==> src/rtl/hazard_pkg.sv <==
// Shared definitions for the scoreboard-based ID-stage hazard unit:
// writer-class encodings, the class-to-latency mapping and the stats width.
package hazard_pkg;

  typedef enum logic [1:0] {
    CLS_ALU  = 2'd0,
    CLS_LOAD = 2'd1,
    CLS_MUL  = 2'd2,
    CLS_RSVD = 2'd3
  } wr_class_e;

  localparam int STATS_W = 32;

  // Cycles from EX entry until a writer of this class is forwardable.
  // The reserved encoding behaves like an ALU writer.
  function automatic int lat(input logic [1:0] cls, input int alu_lat,
                             input int load_lat, input int mul_lat);
    if (cls == CLS_LOAD) return load_lat;
    else if (cls == CLS_MUL) return mul_lat;
    else return alu_lat;
  endfunction

endpackage

==> src/rtl/haz_sb_entry.sv <==
// One scoreboard slot: a down-counter that reloads on a new write,
// otherwise counts toward zero, and freezes while hold is high.
module haz_sb_entry #(
  parameter int CNT_W = 3
) (
  input  logic             Clock,
  input  logic             Reset,
  input  logic             hold,
  input  logic             load,
  input  logic [CNT_W-1:0] load_val,
  output logic [CNT_W-1:0] cnt
);

  logic [CNT_W-1:0] cnt_q, cnt_d;

  // Next count: a new write overrides the decrement; zero is sticky.
  always_comb begin
    cnt_d = cnt_q;
    if (!hold) begin
      if (load) cnt_d = load_val;
      else if (cnt_q != '0) cnt_d = cnt_q - 1'b1;
    end
  end

  // Counter register, cleared asynchronously.
  always_ff @(posedge Clock or negedge Reset) begin
    if (!Reset) cnt_q <= '0;
    else        cnt_q <= cnt_d;
  end

  assign cnt = cnt_q;

endmodule

==> src/rtl/hazard_scoreboard_unit.sv <==
// ID-stage hazard unit using a per-register countdown scoreboard.
// Detects load-use / multi-cycle operand hazards, branch-in-ID operand
// hazards and WAW hazards, and freezes PC/ID while bubbling ID/EX.
// Optional stall statistics are built when HAZ_STALL_STATS_EN is defined;
// otherwise the Stall_cnt_* outputs are constant zero.
module hazard_scoreboard_unit
  import hazard_pkg::*;
#(
  parameter int REG_COUNT = 32,
  parameter int REG_AW    = 5,
  parameter int ALU_LAT   = 1,
  parameter int LOAD_LAT  = 2,
  parameter int MUL_LAT   = 4,
  parameter int CNT_W     = 3
) (
  input  logic               Clock,
  input  logic               Reset,
  input  logic               ID_valid,
  input  logic [REG_AW-1:0]  ID_rs,
  input  logic [REG_AW-1:0]  ID_rt,
  input  logic               ID_rs_used,
  input  logic               ID_rt_used,
  input  logic               ID_is_branch,
  input  logic               ID_wr_en,
  input  logic [REG_AW-1:0]  ID_rDest,
  input  logic [1:0]         ID_class,
  input  logic               Ext_stall,
  output logic               Stall_PC,
  output logic               Stall_ID,
  output logic               Stall_ID_EX,
  output logic [STATS_W-1:0] Stall_cnt_lu,
  output logic [STATS_W-1:0] Stall_cnt_br,
  output logic [STATS_W-1:0] Stall_cnt_waw
);

  localparam logic [CNT_W-1:0] CNT_ONE = CNT_W'(1);

  logic [CNT_W-1:0] cnt_all [REG_COUNT];
  logic [CNT_W-1:0] lat_id;
  logic [CNT_W-1:0] cnt_rs, cnt_rt, cnt_rd;
  logic             rs_live, rt_live, rd_live;
  logic             haz_ex, haz_br, haz_waw;
  logic             stall, issue, wr_go;

  // r0 is never tracked; reading its slot always yields "nothing pending".
  assign cnt_all[0] = '0;

  assign lat_id = CNT_W'(lat(ID_class, ALU_LAT, LOAD_LAT, MUL_LAT));

  // Hazard detection from the scoreboard and the instruction in ID.
  always_comb begin
    rs_live = ID_rs_used && (ID_rs != '0);
    rt_live = ID_rt_used && (ID_rt != '0);
    rd_live = ID_wr_en && (ID_rDest != '0);
    cnt_rs  = cnt_all[ID_rs];
    cnt_rt  = cnt_all[ID_rt];
    cnt_rd  = cnt_all[ID_rDest];
    haz_ex  = ID_valid && !ID_is_branch &&
              ((rs_live && (cnt_rs > CNT_ONE)) || (rt_live && (cnt_rt > CNT_ONE)));
    haz_br  = ID_valid && ID_is_branch &&
              ((rs_live && (cnt_rs != '0)) || (rt_live && (cnt_rt != '0)));
    haz_waw = ID_valid && rd_live && (cnt_rd > lat_id);
    stall   = haz_ex || haz_br || haz_waw;
    issue   = ID_valid && !stall && !Ext_stall;
    wr_go   = issue && rd_live;
  end

  assign Stall_PC    = stall;
  assign Stall_ID    = stall;
  assign Stall_ID_EX = stall;

  // One countdown slot per tracked register r1..REG_COUNT-1.
  for (genvar r = 1; r < REG_COUNT; r++) begin : g_sb
    haz_sb_entry #(.CNT_W(CNT_W)) u_entry (
      .Clock    (Clock),
      .Reset    (Reset),
      .hold     (Ext_stall),
      .load     (wr_go && (ID_rDest == REG_AW'(r))),
      .load_val (lat_id),
      .cnt      (cnt_all[r])
    );
  end

`ifdef HAZ_STALL_STATS_EN
  logic [STATS_W-1:0] stat_lu_q, stat_lu_d;
  logic [STATS_W-1:0] stat_br_q, stat_br_d;
  logic [STATS_W-1:0] stat_waw_q, stat_waw_d;

  // Attribute each effective stall cycle to one cause: br, then lu, then waw.
  always_comb begin
    stat_lu_d  = stat_lu_q;
    stat_br_d  = stat_br_q;
    stat_waw_d = stat_waw_q;
    if (stall && !Ext_stall) begin
      if (haz_br) begin
        if (stat_br_q != '1) stat_br_d = stat_br_q + 1'b1;
      end else if (haz_ex) begin
        if (stat_lu_q != '1) stat_lu_d = stat_lu_q + 1'b1;
      end else begin
        if (stat_waw_q != '1) stat_waw_d = stat_waw_q + 1'b1;
      end
    end
  end

  // Saturating stall statistics registers.
  always_ff @(posedge Clock or negedge Reset) begin
    if (!Reset) begin
      stat_lu_q  <= '0;
      stat_br_q  <= '0;
      stat_waw_q <= '0;
    end else begin
      stat_lu_q  <= stat_lu_d;
      stat_br_q  <= stat_br_d;
      stat_waw_q <= stat_waw_d;
    end
  end

  assign Stall_cnt_lu  = stat_lu_q;
  assign Stall_cnt_br  = stat_br_q;
  assign Stall_cnt_waw = stat_waw_q;
`else
  assign Stall_cnt_lu  = '0;
  assign Stall_cnt_br  = '0;
  assign Stall_cnt_waw = '0;
`endif

endmodule

==> config.mk <==
export PLATFORM = sky130hd
export DESIGN_NAME = hazard_scoreboard_unit
export DESIGN_NICKNAME = d
export VERILOG_FILES = /design/src/rtl/hazard_pkg.sv /design/src/rtl/haz_sb_entry.sv /design/src/rtl/hazard_scoreboard_unit.sv
export SDC_FILE = /design/constraint.sdc
export NUM_CORES = 1
export LEC_CHECK = 0
export ABC_AREA = 1
export BUFFER_PORTS_ARGS = -buffer_cell sky130_fd_sc_hd__buf_2
export CAP_MARGIN = 10
export CORE_ASPECT_RATIO = 0.6
export CORE_MARGIN = 3
export CORE_UTILIZATION = 46
export DETAILED_ROUTE_END_ITERATION = 8
export PLACE_DENSITY = 0.68
export REMOVE_ABC_BUFFERS = 1
export SKIP_LAST_GASP = 1
export SYNTH_ARGS = -nofsm -noshare
export SYNTH_HDL_FRONTEND = slang
export SYNTH_SLANG_ARGS = --single-unit
==> constraint.sdc <==
create_clock -name Clock -period 3.75 [get_ports Clock]
set_input_delay 0.5625 -clock Clock [delete_from_list [all_inputs] [get_ports Clock]]
set_output_delay 0.5625 -clock Clock [all_outputs]
set_load 0.02 [all_outputs]
==> results of run 1 <==
==> synthesized netlist by cell type, drive strengths merged <==
master	instances
nand2	668
o311ai	1
nor2	81
inv	174
a41oi	1
o221ai	4
a21oi	42
a31oi	1
o22ai	31
nand4	127
o21ai	39
a22oi	5
ha	67
a2bb2oi	1
buf	144
o211ai	4
o2111ai	1
a221oi	1
conb	1
xor2	31
a211oi	1
nand3	100
clkinv	2
dfrtp	93
nor3	26
clkbuf	29
==> where the power goes <==
group	internal [W]	leakage [nW]	switching, W
Sequential	0.00151	1.14	0.000586
Combinational	0.00172	4.86	0.00308
Clock	0.000468	0.128	0.000432
Total	0.00370	6.13	0.00410
==> worst max-delay path: stages <==
cell                       delay [ns]
sky130_fd_sc_hd__buf_2           0.13
sky130_fd_sc_hd__inv_1           0.08
sky130_fd_sc_hd__nand2_1         0.11
sky130_fd_sc_hd__buf_12          0.19
sky130_fd_sc_hd__o22ai_1         0.10
sky130_fd_sc_hd__a221oi_1        0.25
sky130_fd_sc_hd__o21ai_0         0.22
sky130_fd_sc_hd__nor2_1          0.15
sky130_fd_sc_hd__a21oi_1         0.08
sky130_fd_sc_hd__ha_1            0.30
sky130_fd_sc_hd__nand2_1         0.06
sky130_fd_sc_hd__nor2_1          0.04
sky130_fd_sc_hd__a211oi_2        0.16
sky130_fd_sc_hd__nor3_2          0.10
sky130_fd_sc_hd__a21oi_4         0.24
sky130_fd_sc_hd__inv_2           0.07
sky130_fd_sc_hd__buf_2           0.16
==> area by class of cell <==
class / instances / share of cell area [%]
clock buffers: 11 / 2.111
clock inverters: 5 / 0.3156
flip-flops and latches: 93 / 20.24
well taps: 315 / 3.428
multi-input cells: 1328 / 62.26
repair buffers: 80 / 5.844
inverters: 176 / 5.800
==> cell families after synthesis <==
family / after synthesis / share of synthesized area (%)
AOI/OAI and AO/OA: 132 / 8.424
buffers and inverters: 349 / 17.06
and+or+nand+nor: 1002 / 43.12
DFF: 93 / 21.23
xor gates and xnor gates: 31 / 2.477
adders and majority gates: 67 / 7.647
other: 1 / 0.03421
==> worst paths after layout <==
check	depth (start not counted)	slack [ns]	from	to
setup / recovery	17	0.14	ID_rDest[0]	Stall_ID
hold / removal	1	0.04	Reset	g_sb[17].u_entry.cnt[2]$_DFFE_PN0P_
setup reg to reg	17	0.55	g_sb[23].u_entry.cnt[2]$_DFFE_PN0P_	g_sb[12].u_entry.cnt[1]$_DFFE_PN0P_
hold reg to reg	2	0.48	g_sb[31].u_entry.cnt[0]$_DFFE_PN0P_	g_sb[31].u_entry.cnt[0]$_DFFE_PN0P_
max in group asynchronous	2	2.85	Reset	g_sb[24].u_entry.cnt[0]$_DFFE_PN0P_
min in group Clock	2	0.48	g_sb[31].u_entry.cnt[0]$_DFFE_PN0P_	g_sb[31].u_entry.cnt[0]$_DFFE_PN0P_
==> metrics by stage <==
stage	worst slack, ns	area [um^2]	hold WS (ns)	util, %
2_1_floorplan	-2.355	10110	0.2669	-
3_3_place_gp	0.1393	11140	0.4316	47.91
3_5_place_dp	0.03732	11140	0.4320	47.91
4_1_cts	0.02758	11410	0.03375	49.11
5_1_grt	-0.01627	11500	0.04059	49.47
6_report	0.1403	11500	0.03922	49.47
==> routing by layer <==
layer	vias up	part of all wire, %	wire length (um)
met2	629	39	14140
met5	-	0	0
met3	94	12	4503
met1	5057	46	16760
li1	5272	-	-
met4	0	2.7	1000
==> layout by cell type (no fill, tap or decap), types with 2 or more instances in the layout <==
master and count:
sky130_fd_sc_hd__nand4_4 30, sky130_fd_sc_hd__ha_1 67, sky130_fd_sc_hd__nor2_1 76, sky130_fd_sc_hd__nand2_2 2
sky130_fd_sc_hd__a21oi_2 27, sky130_fd_sc_hd__nor2_4 2, sky130_fd_sc_hd__inv_2 7, sky130_fd_sc_hd__nor2_2 3
sky130_fd_sc_hd__a21oi_4 4, sky130_fd_sc_hd__a22oi_1 4, sky130_fd_sc_hd__buf_12 9, sky130_fd_sc_hd__o21ai_0 36
sky130_fd_sc_hd__nand3_1 100, sky130_fd_sc_hd__o21ai_1 3, sky130_fd_sc_hd__dfrtp_1 93, sky130_fd_sc_hd__nand2_1 663
sky130_fd_sc_hd__clkinvlp_4 4, sky130_fd_sc_hd__buf_2 25, sky130_fd_sc_hd__nand2_4 3, sky130_fd_sc_hd__conb_1 96
sky130_fd_sc_hd__a21oi_1 11, sky130_fd_sc_hd__o211ai_1 4, sky130_fd_sc_hd__buf_4 44, sky130_fd_sc_hd__nor3_1 25
sky130_fd_sc_hd__inv_1 166, sky130_fd_sc_hd__o22ai_1 31, sky130_fd_sc_hd__nand4_1 97, sky130_fd_sc_hd__o221ai_1 3
sky130_fd_sc_hd__xor2_1 31, sky130_fd_sc_hd__clkbuf_16 10
==> timing repair <==
item,CTS,global route
buffers inserted,0,2
gates resized for setup,0,16
hold buffers,0,0
endpoints found under the hold margin,0,0
setup endpoints to repair,0,3
==> results.md, run 1 <==
- Global-route wire length before repair: 56.25 mm
- Met3 layer usage reported by global route: 8.067%
- Largest fanout of any net on the critical path: 19
- Unrepaired setup endpoints after global routing: yes
- First-pass DRT Iterations: 8
- Die area: 25780 um^2
- Area share of the largest cell type after synthesis: between 20% and 30%
- Met2 track utilization from global routing: 36.65%
- Overall power: 0.007796 W
- Count of final max-slew check failures: 0
- Antenna violations before repair: 0
- Top-level port count: between 100 and 150
- Data arrival time of the critical path: 3.05 ns
- Latest clock arrival within the worst-skew pair: 0.37 ns
- Worst endpoint required time: 3.19 ns
- Floorplan die width: between 200 and 250 um
- Total Neg Setup Slack: 0 ns
- Ratio of total power to cell area: 678.1 nW/um^2
- Footprint of the multi-input gates: 7158 um^2
- Std-Cell Rows: 43
- Fillers: between 2000 and 2500
- Sequential area share after synthesis: 21.23%
- Cell count after synthesis: 1675
- Final worst clock skew: 0.007156 ns
- Final HPWL DP: 26.13 mm
- DR WL/cell: around 18 um
- WL final: 36.41 mm
- Type of element launching the critical path: input port
- Area of the placeable core: around 23000 um^2
- Area taken by flip-flops and latches: 2327 um^2
- Synth area leaders: sky130_fd_sc_hd__nand2_1 23%, sky130_fd_sc_hd__dfrtp_1 21%, sky130_fd_sc_hd__ha_1 7.6%
- Global route total overflow: 0
- Total via count after detailed routing: 11050
- Synth cell types: 39
- Peak clock frequency supported by timing: roughly 0.28 GHz
- Combined global-route utilization of all metal layers: 27.83%
- Sinks on the clock net: between 90 and 100
- DR DRC count: 0
- Maximum clock path buffer count: 2
- Post-synthesis register bit count: 93
- Count of buffers inserted at the top-level ports: 27
- Transition time of the tightest slew-check pin: 0.8151 ns
- GRT busiest layer: met1
- Leakage power of the design: 6.134 nW
- Clk root buf: sky130_fd_sc_hd__clkbuf_16
- Max-cap violations: 0
- Post-route minimum period: 3.610 ns
- Setup-failing EPs final: 0
- Mean instance size in the synthesized netlist: between 6 and 7 um^2
- Setup crit end kind: primary output
- Vias in the first global route: between 9000 and 10000
- Total of warnings raised by yosys: 0
- Final Hold Violating Endpoints: 0
- Finished Layout Cells: 2008
- Clock input transition at the sequential cells of the worst setup and hold paths: 0.07 ns
- Fraction of the cycle the final worst path needs: between 90% and 100%
- Leading area contributor after synthesis: sky130_fd_sc_hd__nand2_1
- Gpl congestion: 0.9940
- Met1 global-route usage: ~43%
- Slew Limit Headroom: 45.66%
- Level count of the clock H-tree: 3
- Pin count of the biggest net entering global routing: 77
- Nets: about 1800
- Initial Util: 47.16%
- Cell area after technology mapping: 10960 um^2
- Number of nets with antenna violations after routing: 0
- Post-detailed-route via-to-cell ratio: 5.504
- Number of diodes: 0
- Flip-flop count of the largest register after layout: 93
- Height of the die: roughly 130 um
- Number of DRC violations after detailed-routing iteration 0: 1594
- Share of cells above drive strength 1: a little over a tenth
- Instance count after placement with tap cells included: 1989
- Clock tree from TritonCTS: yes
- Area added between synthesis and finish: 4.886%
- Class of the worst hold path: in2async
- Worst vdd rail ir drop: between 0.3 and 0.4 mV
- Crit Path Class: in2out
- Num CTS Buffers: 9
- Run status: finished, final reports clean
Note: power is estimated with default switching activity, not from simulation.
==> run 2: changes to the inputs <==
ABC_AREA = 0   (was 1)
CORE_UTILIZATION = 30   (was 46)
PLACE_DENSITY = unset   (was 0.68)
==> run 2 against run 1 <==
Compared with the run above:
- the flow now finishes with violations (negative setup slack)
- clock power up 19%
- critical endpoint is now Stall_ID_EX
- critical path depth down 5
- largest cell class unchanged
- design area up 1.8%
==> results.md, run 2 <==
- Num CTS Buffers: 9
- Transition time of the tightest slew-check pin: 0.9075 ns
- Setup crit end kind: primary output
- Maximum clock path buffer count: 2
- Vias in the first global route: 8148
- Top-level port count: ~120
- Final worst hold slack: around 0.23 ns
- Worst endpoint required time: 3.19 ns
- Combined global-route utilization of all metal layers: between 10% and 20%
- Antenna violations before repair: 3
- Fraction of the cycle the final worst path needs: 100.4%
- Slew Limit Headroom: between 30% and 40%
- Total of warnings raised by yosys: 0
- Post-route minimum period: 3.766 ns
- Mean instance size in the synthesized netlist: approximately 9.4 um^2
- Count of buffers inserted at the top-level ports: 27
- DR WL/cell: 20.92 um
- Count of flip-flops with a built-in enable after synthesis: 0
- CP max stage delay: between 0.5 and 0.6 ns
- Sequential area share after synthesis: 22.09%
- Level count of the clock H-tree: 3
- Max-cap violations: 0
- Met2 track utilization from global routing: 24.00%
- Largest fanout of any net on the critical path: 3
- Height of the die: 151.2 um
- Clk root buf: sky130_fd_sc_hd__clkbuf_16
- Met3 layer usage reported by global route: 6.883%
- Cell area after technology mapping: 10540 um^2
- Most repeated cell in the gate-level netlist after synthesis: sky130_fd_sc_hd__buf_4
- Clock input transition at the sequential cells of the worst setup and hold paths: 0.08 ns
- Initial Util: 30.84%
- Standard cell area after detailed placement: ~11000 um^2
- Number of nets with antenna violations after routing: 0
- Class of the worst hold path: in2async
- Leakage power of the design: 5.036 nW
- Peak clock frequency supported by timing: 0.2655 GHz
- Final worst clock skew: about 0.013 ns
- Area added between synthesis and finish: 11.07%
- Type of element launching the critical path: register
- Flip-flop count of the largest register after layout: just over 90
- Sinks on the clock net: 93
- Delay-heaviest family, CP: multiplexers
- Floorplan die width: 247.9 um
- Buffers and inverters on the worst path: 2
- Area of the placeable core: 34160 um^2
- Count of final max-slew check failures: 0
- GRT busiest layer: met1
- Post-synth top cells: 103 x sky130_fd_sc_hd__buf_4, 98 x sky130_fd_sc_hd__nor2_1, 93 x sky130_fd_sc_hd__dfrtp_1, 76 x sky130_fd_sc_hd__inv_1, 67 x sky130_fd_sc_hd__ha_1
- Worst vdd rail ir drop: ~0.29 mV
- Overall power: ~0.0070 W
- Std-Cell Rows: 52
- Global route total overflow: 0
- Post-detailed-route via-to-cell ratio: 5.513
- Setup-failing EPs final: 3
- WL final: 34.62 mm
- Ratio of total power to cell area: 594.8 nW/um^2
- Data arrival time of the critical path: about 3.2 ns
- Total via count after detailed routing: 9124
- Latest clock arrival within the worst-skew pair: 0.39 ns
- Synth cell types: 62
- Nets: 1281
- Final standard cell utilization of the core: 34.26%
- Run status: finished, violations left
- First-pass DRT Iterations: 5
- Global-route wire length before repair: about 52 mm
- Synth area leaders: sky130_fd_sc_hd__dfrtp_1 22%, sky130_fd_sc_hd__mux4_2 8.3%, sky130_fd_sc_hd__ha_1 8.0%
- Total Neg Setup Slack: -0.04734 ns
- Met1 global-route usage: between 20% and 30%
- Clock tree from TritonCTS: yes
- Top FF cell, synth: sky130_fd_sc_hd__dfrtp_1
- Final Hold Violating Endpoints: 0
- Share of cells above drive strength 1: a little under a quarter
- Pin count of the biggest net entering global routing: 76
- Violations in the final reports: negative setup slack
- R2r worst-path depth: 15
- Unrepaired setup endpoints after global routing: yes
- DR DRC count: 0
- Share of flip-flops with an asynchronous set or reset: 100.0%
- Die area: 37480 um^2
- Crit Path Class: reg2out
- Final design area excluding fillers: between 10000 and 15000 um^2
- Gpl congestion: 1.016
- Cell count after synthesis: 1121
- Slack of the critical path: -0.01621 ns
- Critical Path Stages: 12
- Final HPWL DP: approximately 26 mm
- Max stage delay cell, worst path: sky130_fd_sc_hd__mux4_2
- Leading cell type in the layout, fill and taps excluded: sky130_fd_sc_hd__buf_4
- Post-synthesis register bit count: 93
- Number of DRC violations after detailed-routing iteration 0: around 1100
- Cell-by-cell listing of the critical path: mux4_2 > mux4_2 > nor2_1 > a21oi_1 > ha_1 > a21o_1 > a21oi_2 > a31oi_2 > nand2b_1 > o211ai_1 > buf_4 > buf_4
- Leading area contributor after synthesis: sky130_fd_sc_hd__dfrtp_1
- Area share of the largest cell type after synthesis: 22.09%
- Top library cells by usage in the layout, fill and taps aside: 101 x sky130_fd_sc_hd__buf_4, 97 x sky130_fd_sc_hd__nor2_1, 96 x sky130_fd_sc_hd__conb_1
-- run 2: changes by cell type after synthesis, moves of 36 or more --
cell	previous run	this run
sky130_fd_sc_hd__nand2_1	664	47
sky130_fd_sc_hd__o21ai_1	0	60
sky130_fd_sc_hd__mux4_2	0	39
sky130_fd_sc_hd__nor2b_1	0	36
sky130_fd_sc_hd__nand4_1	97	35
sky130_fd_sc_hd__mux2i_1	0	38
sky130_fd_sc_hd__inv_1	170	76
sky130_fd_sc_hd__nand2b_1	0	37
sky130_fd_sc_hd__nand3_1	100	2
-- run 2: cells by family after synthesis --
| group | share of synthesized area [%] |
|---|---|
| AO/OA/AOI/OAI | 23.37 |
| adder cells (fa/ha/maj) | 7.957 |
| buffers and inverters | 13.93 |
| flip-flops | 22.09 |
| multiplexers | 13.02 |
| other | 0.03560 |
| AND/OR/NAND/NOR | 19.60 |
-- run 2: area by class of cell --
type,instances,area (um^2)
Timing Repair Buffer,132,1055
Multi-Input combinational cell,875,7119
Fill cell,3489,22460
Inverter,78,294.0
Clock buffer,9,225.2
Tap cell,459,574.3
Clock inverter,7,98.84
Antenna cell,2,5.005
Sequential cell,93,2330
-- run 2: layer usage --
| metal | part of all wire (%) | vias to the layer above |
|---|---|---|
| li1 | - | 4147 |
| met1 | 48 | 4534 |
| met2 | 39 | 402 |
| met3 | 11 | 41 |
| met4 | 1.8 | 0 |
| met5 | 0 | - |
-- run 2: repair_timing --
| item | 4_1_cts | 5_1_grt |
|---|---|---|
| pin swaps | 1 | 2 |
| hold buffers | 0 | 0 |
| resized for setup | 10 | 3 |
| setup endpoints to repair | 35 | 3 |
| buffers inserted | 2 | 1 |
-- run 2: worst register-to-register path, stage by stage (launching register included) --
cell and delay, ns:
sky130_fd_sc_hd__dfrtp_1 0.42, sky130_fd_sc_hd__mux4_2 0.53, sky130_fd_sc_hd__mux4_2 0.47, sky130_fd_sc_hd__nor2_1 0.10, sky130_fd_sc_hd__a21oi_1 0.06, sky130_fd_sc_hd__ha_1 0.33
sky130_fd_sc_hd__a21o_1 0.17, sky130_fd_sc_hd__a21oi_2 0.14, sky130_fd_sc_hd__a31oi_2 0.06, sky130_fd_sc_hd__buf_4 0.15, sky130_fd_sc_hd__nor3_2 0.13, sky130_fd_sc_hd__buf_4 0.24
sky130_fd_sc_hd__buf_12 0.20, sky130_fd_sc_hd__o2111ai_4 0.19, sky130_fd_sc_hd__mux2i_1 0.21, sky130_fd_sc_hd__o211a_1 0.17
-- run 2: final timing paths --
path                                                      from  slack, ns                             endpoint
min in group Clock          g_sb[4].u_entry.cnt[1]$_DFFE_PN0P_       0.60   g_sb[4].u_entry.cnt[1]$_DFFE_PN0P_
max reg2reg                g_sb[18].u_entry.cnt[1]$_DFFE_PN0P_       0.12  g_sb[20].u_entry.cnt[1]$_DFFE_PN0P_
max                        g_sb[18].u_entry.cnt[1]$_DFFE_PN0P_      -0.02                          Stall_ID_EX
min                                                      Reset       0.23  g_sb[17].u_entry.cnt[2]$_DFFE_PN0P_
min reg2reg                 g_sb[4].u_entry.cnt[1]$_DFFE_PN0P_       0.60   g_sb[4].u_entry.cnt[1]$_DFFE_PN0P_
max in group asynchronous                                Reset       2.79  g_sb[30].u_entry.cnt[1]$_DFFE_PN0P_
-- run 2: power by group --
| group | total (W) | leakage [nW] | internal [W] | switching (W) |
|---|---|---|---|---|
| Sequential | 0.00196 | 1.01 | 0.00144 | 0.000519 |
| Clock | 0.00107 | 0.156 | 0.000588 | 0.000478 |
| Combinational | 0.00393 | 3.87 | 0.00184 | 0.00209 |
-- run 2: per-stage QoR --
step,instances,setup slack (ns)
3_3_place_gp,1634,-0.4502
3_5_place_dp,1634,-0.4514
5_1_grt,1655,-0.1465
2_1_floorplan,1046,-5.385
4_1_cts,1652,0.002105
6_report,1655,-0.01621
